File: config.mk
export PLATFORM = sky130hd
export DESIGN_NAME = sprite_line_scheduler
export DESIGN_NICKNAME = d
export VERILOG_FILES = /design/src/rtl/sprite_pkg.sv /design/src/rtl/sprite_list_buf.sv /design/src/rtl/sprite_line_scheduler.sv
export SDC_FILE = /design/constraint.sdc
export NUM_CORES = 1
export LEC_CHECK = 0
export ABC_CLOCK_PERIOD_IN_PS = 3300
export BUFFER_PORTS_ARGS = -buffer_cell sky130_fd_sc_hd__buf_4
export CORE_ASPECT_RATIO = 0.8
export CORE_UTILIZATION = 52
export DETAILED_ROUTE_END_ITERATION = 10
export MAX_ROUTING_LAYER = met4
export PLACE_DENSITY = 0.77
export SLEW_MARGIN = 20
export SYNTH_ARGS = -nofsm -noshare
export SYNTH_HDL_FRONTEND = slang
export SYNTH_SLANG_ARGS = --single-unit
File: constraint.sdc
create_clock -name clk -period 3.3 [get_ports clk]
set_input_delay 0.825 -clock clk [delete_from_list [all_inputs] [get_ports clk]]
set_output_delay 0.825 -clock clk [all_outputs]
set_load 0.05 [all_outputs]
File: src/rtl/sprite_pkg.sv
// ============================================================================
// Module  : sprite_pkg
// Brief   : Shared constants and FSM state encoding for the sprite scheduler.
// Rev     : 1.0  initial release
// ============================================================================
`default_nettype none

package sprite_pkg;

    localparam int OBJ_BYTES        = 4;
    localparam int OBJ_X            = 0;
    localparam int OBJ_Y            = 1;
    localparam int OBJ_BMP          = 2;
    localparam int OBJ_SIZE         = 3;
    localparam int MAX_SPRITES_DFLT = 8;

    typedef enum logic [2:0] {
        ST_IDLE  = 3'd0,
        ST_RD_Y  = 3'd1,
        ST_RD_SZ = 3'd2,
        ST_EVAL  = 3'd3,
        ST_SWAP  = 3'd4
    } sched_state_e;

endpackage

`default_nettype wire

File: src/rtl/sprite_list_buf.sv
// ============================================================================
// Module  : sprite_list_buf
// Brief   : Double-buffered sprite index list; back bank written, front read.
// Rev     : 1.0  initial release
// ============================================================================
`default_nettype none

module sprite_list_buf #(
    parameter int LIST_DEPTH = 4,
    parameter int IDX_W      = 3
) (
    input  logic             clk,
    input  logic             rst_n,
    input  logic             clear_i,
    input  logic             push_i,
    input  logic [IDX_W-1:0] push_idx_i,
    input  logic             swap_i,
    input  logic [IDX_W-1:0] rd_sel_i,
    output logic [IDX_W-1:0] rd_entry_o,
    output logic [IDX_W:0]   front_count_o,
    output logic             full_o
);
    import sprite_pkg::*;

    logic             sel_q;
    logic [IDX_W-1:0] list_q [2][LIST_DEPTH];
    logic [IDX_W:0]   cnt_q  [2];
    logic             w_back;

    assign w_back        = ~sel_q;
    assign front_count_o = cnt_q[sel_q];
    assign full_o        = (cnt_q[w_back] == (IDX_W+1)'(LIST_DEPTH));

    always_ff @(posedge clk or negedge rst_n) begin
        if (!rst_n) begin
            sel_q <= 1'b0;
            for (int b = 0; b < 2; b++) begin
                cnt_q[b] <= '0;
                for (int k = 0; k < LIST_DEPTH; k++) begin
                    list_q[b][k] <= '0;
                end
            end
        end else begin
            if (clear_i) begin
                cnt_q[w_back] <= '0;
            end else if (push_i) begin
                for (int k = 0; k < LIST_DEPTH; k++) begin
                    if (cnt_q[w_back] == (IDX_W+1)'(k)) begin
                        list_q[w_back][k] <= push_idx_i;
                    end
                end
                cnt_q[w_back] <= cnt_q[w_back] + 1'b1;
            end
            if (swap_i) begin
                sel_q <= ~sel_q;
            end
        end
    end

    // Out-of-range selects return zero; the renderer never reads past the count.
    always_comb begin
        rd_entry_o = '0;
        for (int k = 0; k < LIST_DEPTH; k++) begin
            if (rd_sel_i == IDX_W'(k)) begin
                rd_entry_o = list_q[sel_q][k];
            end
        end
    end

endmodule

`default_nettype wire

File: src/rtl/sprite_line_scheduler.sv
// ============================================================================
// Module  : sprite_line_scheduler
// Brief   : Per-scanline object table scan building a double-buffered hit list.
// Rev     : 1.0  initial release
// ============================================================================
`default_nettype none

module sprite_line_scheduler #(
    parameter int MAX_SPRITES = sprite_pkg::MAX_SPRITES_DFLT,
    parameter int OBJ_BYTES   = sprite_pkg::OBJ_BYTES,
    parameter int LIST_DEPTH  = 4,
    parameter int IDX_W       = 3
) (
    input  logic             clk,
    input  logic             rst_n,
    input  logic             line_start_i,
    input  logic [7:0]       next_line_i,
    output logic [5:0]       obj_addr_o,
    input  logic [7:0]       obj_rdata_i,
    input  logic             host_req_i,
    input  logic [5:0]       host_addr_i,
    output logic             host_gnt_o,
    output logic             host_rvalid_o,
    output logic [7:0]       host_rdata_o,
    input  logic [IDX_W-1:0] list_sel_i,
    output logic [IDX_W-1:0] list_entry_o,
    output logic [IDX_W:0]   list_count_o,
    output logic             done_o,
    output logic             busy_o,
    output logic             overflow_o,
    output logic             late_o,
    input  logic             clr_status_i
);
    import sprite_pkg::*;

    localparam int ADDR_W = 6;

    sched_state_e     state_q, state_d;
    logic [IDX_W-1:0] idx_q, idx_d;
    logic [7:0]       line_q, line_d;
    logic [7:0]       y_q, y_d;
    logic             overflow_q, late_q;
    logic             host_rvalid_q;
    logic [7:0]       host_hold_q;

    logic             w_push, w_clear, w_swap, w_ovf_set, w_late_set;
    logic             w_full, w_hit, w_host_slot;
    logic [8:0]       w_y_end;
    logic [5:0]       w_base;

    // 9-bit extent so a sprite near the bottom never wraps to the top lines.
    assign w_y_end = {1'b0, y_q} + {5'd0, obj_rdata_i[3:0]} + 9'd1;
    assign w_hit   = (line_q >= y_q) && ({1'b0, line_q} < w_y_end);
    assign w_base  = ADDR_W'(idx_q) * ADDR_W'(OBJ_BYTES);

    assign w_host_slot = (state_q == ST_IDLE) || (state_q == ST_SWAP);
    assign host_gnt_o  = rst_n && host_req_i && w_host_slot && !line_start_i;
    assign busy_o      = (state_q != ST_IDLE);
    assign done_o      = (state_q == ST_SWAP) && !line_start_i;
    assign overflow_o  = overflow_q;
    assign late_o      = late_q;
    assign host_rvalid_o = host_rvalid_q;
    assign host_rdata_o  = host_rvalid_q ? obj_rdata_i : host_hold_q;

    always_comb begin
        obj_addr_o = '0;
        case (state_q)
            ST_RD_Y:  obj_addr_o = w_base + ADDR_W'(OBJ_Y);
            ST_RD_SZ: obj_addr_o = w_base + ADDR_W'(OBJ_SIZE);
            default:  if (host_gnt_o) obj_addr_o = host_addr_i;
        endcase
    end

    always_comb begin
        state_d    = state_q;
        idx_d      = idx_q;
        line_d     = line_q;
        y_d        = y_q;
        w_push     = 1'b0;
        w_clear    = 1'b0;
        w_swap     = 1'b0;
        w_ovf_set  = 1'b0;
        w_late_set = 1'b0;
        if (line_start_i) begin
            // A pulse mid-scan discards the partial back list and restarts.
            line_d     = next_line_i;
            idx_d      = '0;
            w_clear    = 1'b1;
            w_late_set = (state_q != ST_IDLE);
            state_d    = ST_RD_Y;
        end else begin
            case (state_q)
                ST_RD_Y:  state_d = ST_RD_SZ;
                ST_RD_SZ: begin
                    y_d     = obj_rdata_i;
                    state_d = ST_EVAL;
                end
                ST_EVAL: begin
                    if (w_hit) begin
                        w_push    = !w_full;
                        w_ovf_set = w_full;
                    end
                    if (idx_q == IDX_W'(MAX_SPRITES - 1)) begin
                        state_d = ST_SWAP;
                    end else begin
                        idx_d   = idx_q + 1'b1;
                        state_d = ST_RD_Y;
                    end
                end
                ST_SWAP: begin
                    w_swap  = 1'b1;
                    state_d = ST_IDLE;
                end
                default: state_d = ST_IDLE;
            endcase
        end
    end

    always_ff @(posedge clk or negedge rst_n) begin
        if (!rst_n) begin
            state_q       <= ST_IDLE;
            idx_q         <= '0;
            line_q        <= '0;
            y_q           <= '0;
            overflow_q    <= 1'b0;
            late_q        <= 1'b0;
            host_rvalid_q <= 1'b0;
            host_hold_q   <= '0;
        end else begin
            state_q       <= state_d;
            idx_q         <= idx_d;
            line_q        <= line_d;
            y_q           <= y_d;
            overflow_q    <= w_ovf_set  ? 1'b1 : (clr_status_i ? 1'b0 : overflow_q);
            late_q        <= w_late_set ? 1'b1 : (clr_status_i ? 1'b0 : late_q);
            host_rvalid_q <= host_gnt_o;
            if (host_rvalid_q) begin
                host_hold_q <= obj_rdata_i;
            end
        end
    end

    sprite_list_buf #(
        .LIST_DEPTH (LIST_DEPTH),
        .IDX_W      (IDX_W)
    ) u_list (
        .clk           (clk),
        .rst_n         (rst_n),
        .clear_i       (w_clear),
        .push_i        (w_push),
        .push_idx_i    (idx_q),
        .swap_i        (w_swap),
        .rd_sel_i      (list_sel_i),
        .rd_entry_o    (list_entry_o),
        .front_count_o (list_count_o),
        .full_o        (w_full)
    );

endmodule

`default_nettype wire
=== Word-level counts from Yosys, hierarchy flattened ===
Index checks and enable logic that the tools add are counted.

* Bits in registers: 66
* Bits in latches: 0
* RAM bits: 0
* Bits in read-only memories: 0
* Logic and storage cells: 132
* Memories: 0

* Add/sub/neg operators: 6
* Multipliers: 0
* Div/mod/pow operators: 0
* Order comparisons: 5
* Equality and inequality tests: 13
* Shifts and indexed selects: 0
* Muxes and demuxes: 62
* Bitwise logic cells: 7
* Reductions and logical operators: 20

{| class="wikitable"
|+ Operators with widths
! cell !! count
|-
| 24-bit 2-to-1 mux || 10
|-
| 24-bit bitwise mux || 4
|-
| 12-bit demux with 1-bit select || 4
|-
| 12-bit 2-to-1 mux || 4
|-
| 3-bit 2-to-1 mux || 10
|-
| 4-bit 2-to-1 mux || 7
|-
| 8-bit 2-to-1 mux || 3
|-
| 1-bit 2-to-1 mux || 13
|-
| 3-bit by 2-bit == test with 1-bit output, second input constant || 4
|-
| 6-bit 2-to-1 mux || 2
|-
| 6-bit one-hot mux with 2 select lines || 1
|-
| 8-bit by 4-bit adder with 9-bit output || 1
|-
| 9-bit by 1-bit adder with 9-bit output, second input constant || 1
|-
| 8-bit by 9-bit < comparator with 1-bit output || 1
|-
| 9-bit 2-to-1 mux || 1
|-
| 3-bit one-hot mux with 3 select lines || 1
|-
| 8-bit bitwise AND || 1
|-
| 8-bit bitwise mux || 1
|-
| 4-bit by 2-bit == test with 1-bit output, second input constant || 2
|-
| 8-bit >= comparator || 1
|-
| 8-bit NOT || 1
|-
| 2-bit nonzero test || 4
|-
| 5-bit by 1-bit adder with 6-bit output, second input constant || 1
|-
| 5-bit by 2-bit adder with 6-bit output, second input constant || 1
|-
| other kinds (19) || 34
|}

=== Longest topological paths before layout ===
* Depth in word-level cells: 22
* Gate-level depth with buffers: 16
* Depth with buffers taken out: 14

=== By module ===
Synthesis repeated with hierarchy kept, for this count alone.

* Cells, all modules: 312
* Area total of the unflattened synthesis: 3712.3 µm²

{| class="wikitable"
|+ Modules (own cells, without submodules)
! module !! instances !! cells each !! area an instance (µm²) !! sequential area each (µm²)
|-
| sprite_line_scheduler || 1 || 177 || 1954.4 || 825.8
|-
| sprite_list_buf || 1 || 135 || 1757.9 || 825.8
|}

=== Worst setup path after synthesis ===
Ideal clock, no wire load.

* Kind: input to register
* Start point: in obj_rdata_i[0]
* End point: reg u_list.list_q[0] (netlist name)
* Setup time: 0.128 ns
* Data arrival time: 3.514 ns
* Data required time: 3.172 ns
* Slack: -0.342 ns
* Cell stages on the path: 14
* Path buffers: 0
* Path through: inv_1 -> ha_1 -> inv_1 -> fa_1 -> a21o_1 -> a21oi_1 -> xnor2_1 -> ha_1 -> a211oi_1 -> nand3_1 -> a41oi_1 -> o32a_4 -> and4_4 -> mux2_1

* Word-level cells in the longest chain between the ends: 8

{| class="wikitable"
|+ Ends and longest elaborated chain
! element !! line !! source
|-
| start: declaration || sprite_line_scheduler.sv:19 || <nowiki>input logic [7:0] obj_rdata_i,</nowiki>
|-
| 8-bit by 4-bit adder with 9-bit output || sprite_line_scheduler.sv:52 || <nowiki>assign w_y_end = {1'b0, y_q} + {5'd0, obj_rdata_i[3:0]} + 9'd1;</nowiki>
|-
| 9-bit by 1-bit adder with 9-bit output || sprite_line_scheduler.sv:52 ||
|-
| 8-bit by 9-bit < comparator with 1-bit output || sprite_line_scheduler.sv:53 || <nowiki>assign w_hit = (line_q >= y_q) && ({1'b0, line_q} < w_y_end);</nowiki>
|-
| 1-bit logical AND || sprite_line_scheduler.sv:53 ||
|-
| 1-bit 2-to-1 mux || sprite_line_scheduler.sv:99 || <nowiki>if (w_hit) begin</nowiki>
|-
| 1-bit 2-to-1 mux || sprite_line_scheduler.sv:92 || <nowiki>case (state_q)</nowiki>
|-
| 1-bit 2-to-1 mux || sprite_line_scheduler.sv:84 || <nowiki>if (line_start_i) begin</nowiki>
|-
| 2-bit AND reduction (no source line) || -- ||
|-
| end signal: indexed assignment || sprite_list_buf.sv:49 || <nowiki>list_q[w_back][k] <= push_idx_i;</nowiki>
|-
| end: declaration || sprite_list_buf.sv:26 || <nowiki>logic [IDX_W-1:0] list_q [2][LIST_DEPTH];</nowiki>
|}

Every way passes these cells.
A chain may end at the register's enable or synchronous reset.

=== Worst setup path in the final report ===
* Start point: in obj_rdata_i[0]
* End point: reg u_list.list_q[15] (netlist name)

The elaborated chain is that of the path after synthesis.

==> impl_metrics.py <==
metrics = {
    "layout": {
        "nets": 482,
        "stdcell_area_um2": 4961,
        "antennaDiodeCount": 0,
        "layout_commonest_cell": "buf_4",
        "syn_to_final_growth_pct": 28.61,
        "layout_common_cells": "buf_4, dfrtp_1, nand2_1",
        "final_util": 0.7060,
        "drive_above_1_share": 0.3921,
        "fillers": 503,
        "seqCellArea_um2": 1652,
        "multiInputGateArea_um2": 2195,
    },
    "critical_path": {
        "worstSetupStartpointType": "input port",
        "r2r_start": "y_q[0]$_DFFE_PN0P_",
        "cp_slowest_cell": "mux2_4",
        "rr_endpoint": "u_list.list_q[15]$_DFFE_PN0P_",
        "r2r_setup_slack_ns": 0,
        "crit_required_ns": 3.53,
        "cp_slowest_stage_delay_ns": 0.34,
        "rr_worst_depth": 16,
        "critical_path.cell_chain": "buf_12, inv_12, ha_4, inv_2, fa_2, a21o_1, a21oi_4, nor3_2, xnor2_1, ha_1, a211o_1, a41oi_2, buf_4, o32a_4, buf_6, nand3_4, mux2_4",
        "crit_arrival_ns": 3.64,
        "endpoint_kind": "flip-flop",
        "critPathBufInv": 5,
        "worstSetupPathType": "input port to flip-flop",
        "cp_max_fo": 4,
        "critPathTopFamily": "compound AO/OA/AOI/OAI gates",
    },
    "placed_design": {
        "pre_cts_slack_ns": -0.5025,
        "hpwl_um": 6069,
        "routabilityCongestion": 0.8579,
        "placed_cell_area_um2": 4472,
        "port-buffer-count": 56,
    },
    "synthesis": {
        "synth_area_per_cell_um2": 10.96,
        "synthDistinctLibCells": 52,
        "async_reset_ff_frac": 1.000,
        "ys_ff_latch": 66,
        "synth_edf_count": 0,
        "synth_area_um2": 3857,
        "syn_nets": 408,
        "ys_warn_count": 0,
        "synthCells": 352,
        "synth-seq-area-share": 0.4282,
        "synth_ff_type": "dfrtp_1",
    },
    "hold_path": {
        "hp-class": "flip-flop to flip-flop",
        "min-delay-start": "host_hold_q[2]$_DFF_PN0_",
        "min_delay_path_depth": 1,
        "hold_path_end": "host_hold_q[2]$_DFF_PN0_",
    },
    "cts": {
        "root_buffer": "clkbuf_8",
        "clockBufferDepth": 2,
        "cts_buffers": 9,
        "ctsHtreeMaxLevel": 3,
        "cts.clk_slew.worst_paths_ns": 0.08,
        "clock_sinks": 66,
        "cts_tree": "yes",
        "clk_latency_ns": 0.35,
    },
    "route": {
        "viasPerCell": 5.724,
        "first_iter_violations": 164,
        "first_pass_iters": 6,
        "routedWlPerCell_um": 17.47,
        "drc": 0,
        "num_vias": 2965,
        "ant_nets": 0,
        "finalWirelength_um": 9047,
    },
    "sta": {
        "setup-violations-final": 28,
        "fmaxAchievable_mhz": 293.3,
        "fin_crit_sh": 1.033,
        "worstMarginPinSlew_ns": 1.148,
        "worst_clock_skew_ns": 0.008221,
        "rsz0062_at_grt": "true",
        "fin_crit_ns": 3.410,
        "maxSlewHeadroom": 0.2333,
        "fin_ws_ns": -0.1097,
        "hold_viol_final": 0,
        "tns_ns": -1.073,
        "slew_viol_final": 0,
    },
    "power_and_ir_drop": {
        "powerDensity_nw_per_um2": 695.9,
        "pwr-share-clk": 0.239,
        "swShare": 0.3658,
        "comb_power_share": 0.468,
        "p_sw_mw": 1.263,
        "seq_power_share": 0.293,
        "internal_power_mw": 2.190,
        "p_leak_nw": 2.260,
        "max-vdd-ir-drop_mv": 0.5057,
    },
    "global_route": {
        "grt_pass1_wl_um": 14560,
        "grt_start_max_net_pins": 67,
        "grtUsageTotal": 0.2517,
        "antenna_found_initial": 0,
        "gr-total-overflow": 0,
        "grt_pass1_vias": 2879,
    },
    "die": {
        "fp-row-count": 27,
        "start_util": 0.5490,
        "io_pins": 57,
        "die_y_um": 79.04,
        "die_x_um": 98.30,
        "fp.dieArea_um2": 7769,
        "coreArea_um2": 7027,
    },
    "status": {
        "status": "finished with violations",
        "violations": "setup timing",
    },
    "run": {
        "max_cap_viol_count": 0,
    },
}
[power groups by stage]
stage | clock network [mW] | logic [mW] | registers (mW)
after floorplan | 0 | 0.958 | 1.00
after global placement | 0 | 1.26 | 1.02
after detailed placement | 0 | 1.29 | 1.02
after CTS | 0.838 | 1.40 | 1.01
after global routing | 0.870 | 1.74 | 1.03
final | 0.827 | 1.62 | 1.01
[area by class of cell]
cell class,count,share of cell area
Sequential cell,66,0.3329
Tap cell,87,0.02194
Multi-Input combinational cell,244,0.4424
Timing Repair Buffer,80,0.1324
Inverter,25,0.02144
Clock inverter,6,0.02320
Clock buffer,10,0.02573
[per-layer routing]
| metal | vias up | part of all wire | global-route usage | routed length, um |
|---|---|---|---|---|
| li1 | 1424 | - | - | - |
| met1 | 1432 | 0.49 | 0.3623 | 4420 |
| met2 | 98 | 0.43 | 0.3585 | 3896 |
| met3 | 11 | 0.068 | 0.06690 | 618 |
| met4 | 0 | 0.012 | 0.05373 | 111 |
| met5 | - | 0 | - | 0 |
[Yosys cell counts (4+ instances only)]
| library cell | n | area (um2) |
|---|---|---|
| a21oi_1 | 4 | 20.02 |
| and4_4 | 4 | 45.04 |
| buf_1 | 4 | 15.01 |
| clkbuf_1 | 9 | 33.78 |
| dfrtp_1 | 66 | 1652 |
| ha_1 | 25 | 312.8 |
| inv_1 | 25 | 93.84 |
| mux2_1 | 12 | 135.1 |
| mux2_2 | 27 | 304.0 |
| mux2i_1 | 11 | 110.1 |
| nand2_1 | 34 | 127.6 |
| nand2b_1 | 7 | 43.79 |
| nand3_1 | 5 | 25.02 |
| nand3_2 | 4 | 40.04 |
| nand4_1 | 6 | 37.54 |
| nor2_1 | 7 | 26.28 |
| nor3_1 | 9 | 45.04 |
| nor3b_1 | 4 | 30.03 |
| o21ai_0 | 23 | 115.1 |
| o311ai_2 | 4 | 65.06 |
| o31a_1 | 4 | 35.03 |
| xnor2_1 | 7 | 61.31 |
[worst max path at each step]
stage / startpoint / to / slack (ns) / depth (start not counted)
3_3_place_gp: obj_rdata_i[0] / u_list.list_q[13]$_DFFE_PN0P_ / -0.42 / 15
4_1_cts: obj_rdata_i[0] / u_list.list_q[15]$_DFFE_PN0P_ / -0.11 / 17
6_report: obj_rdata_i[0] / u_list.list_q[15]$_DFFE_PN0P_ / -0.11 / 17
2_1_floorplan: obj_rdata_i[0] / u_list.list_q[13]$_DFFE_PN0P_ / -0.15 / 14
5_1_grt: obj_rdata_i[1] / u_list.list_q[15]$_DFFE_PN0P_ / -0.20 / 16
3_5_place_dp: obj_rdata_i[0] / u_list.list_q[2]$_DFFE_PN0P_ / -0.50 / 15
[logic make-up (layout without fill, tap and decap cells)]
| kind of cell | count (synthesis) | in the layout | synth area share |
|---|---|---|---|
| xor+xnor | 9 | 9 | 0.02044 |
| simple gates | 98 | 98 | 0.1456 |
| buf+inv | 43 | 121 | 0.04670 |
| compound gates | 58 | 59 | 0.1187 |
| fa+ha+maj | 26 | 26 | 0.08628 |
| mux | 52 | 52 | 0.1541 |
| flops | 66 | 66 | 0.4282 |
[worst reg2reg max path, cell delays in order, from the launching register on]
cell and delay [ns]:
dfrtp_1 0.40, inv_1 0.11, ha_4 0.14, inv_2 0.03, fa_2 0.33, a21o_1 0.19
a21oi_4 0.17, nor3_2 0.06, xnor2_1 0.12, ha_1 0.29, a211o_1 0.28, a41oi_2 0.20
buf_4 0.15, o32a_4 0.18, buf_6 0.11, nand3_4 0.09, mux2_4 0.34
[through the flow]
stage	power, mW	hold slack [ns]	std cells
6_report	3.453	0.4971	518
5_1_grt	3.632	0.5160	518
4_1_cts	3.250	0.5036	513
3_5_place_dp	2.315	0.4786	491
3_3_place_gp	2.282	0.4708	491
2_1_floorplan	1.961	0.4524	352
[state kept, by name, indices dropped and copies added, names as in the netlist]
name           count
y_q                8
u_list.list_q     24
late_o             1
host_hold_q        8
overflow_o         1
line_q             8
u_list.sel_q       1
host_rvalid_o      1
u_list.cnt_q       8
idx_q              3
state_q            3
[repair_timing]
action,in CTS,in global routing
resized for setup,16,13
hold buffers,0,0
pin swaps,2,6
hold endpoints to repair,0,0
setup buffers,5,6
cloned,1,0
endpoints found under the setup margin,24,32
No activity file was read; power rests on OpenSTA's default activity.
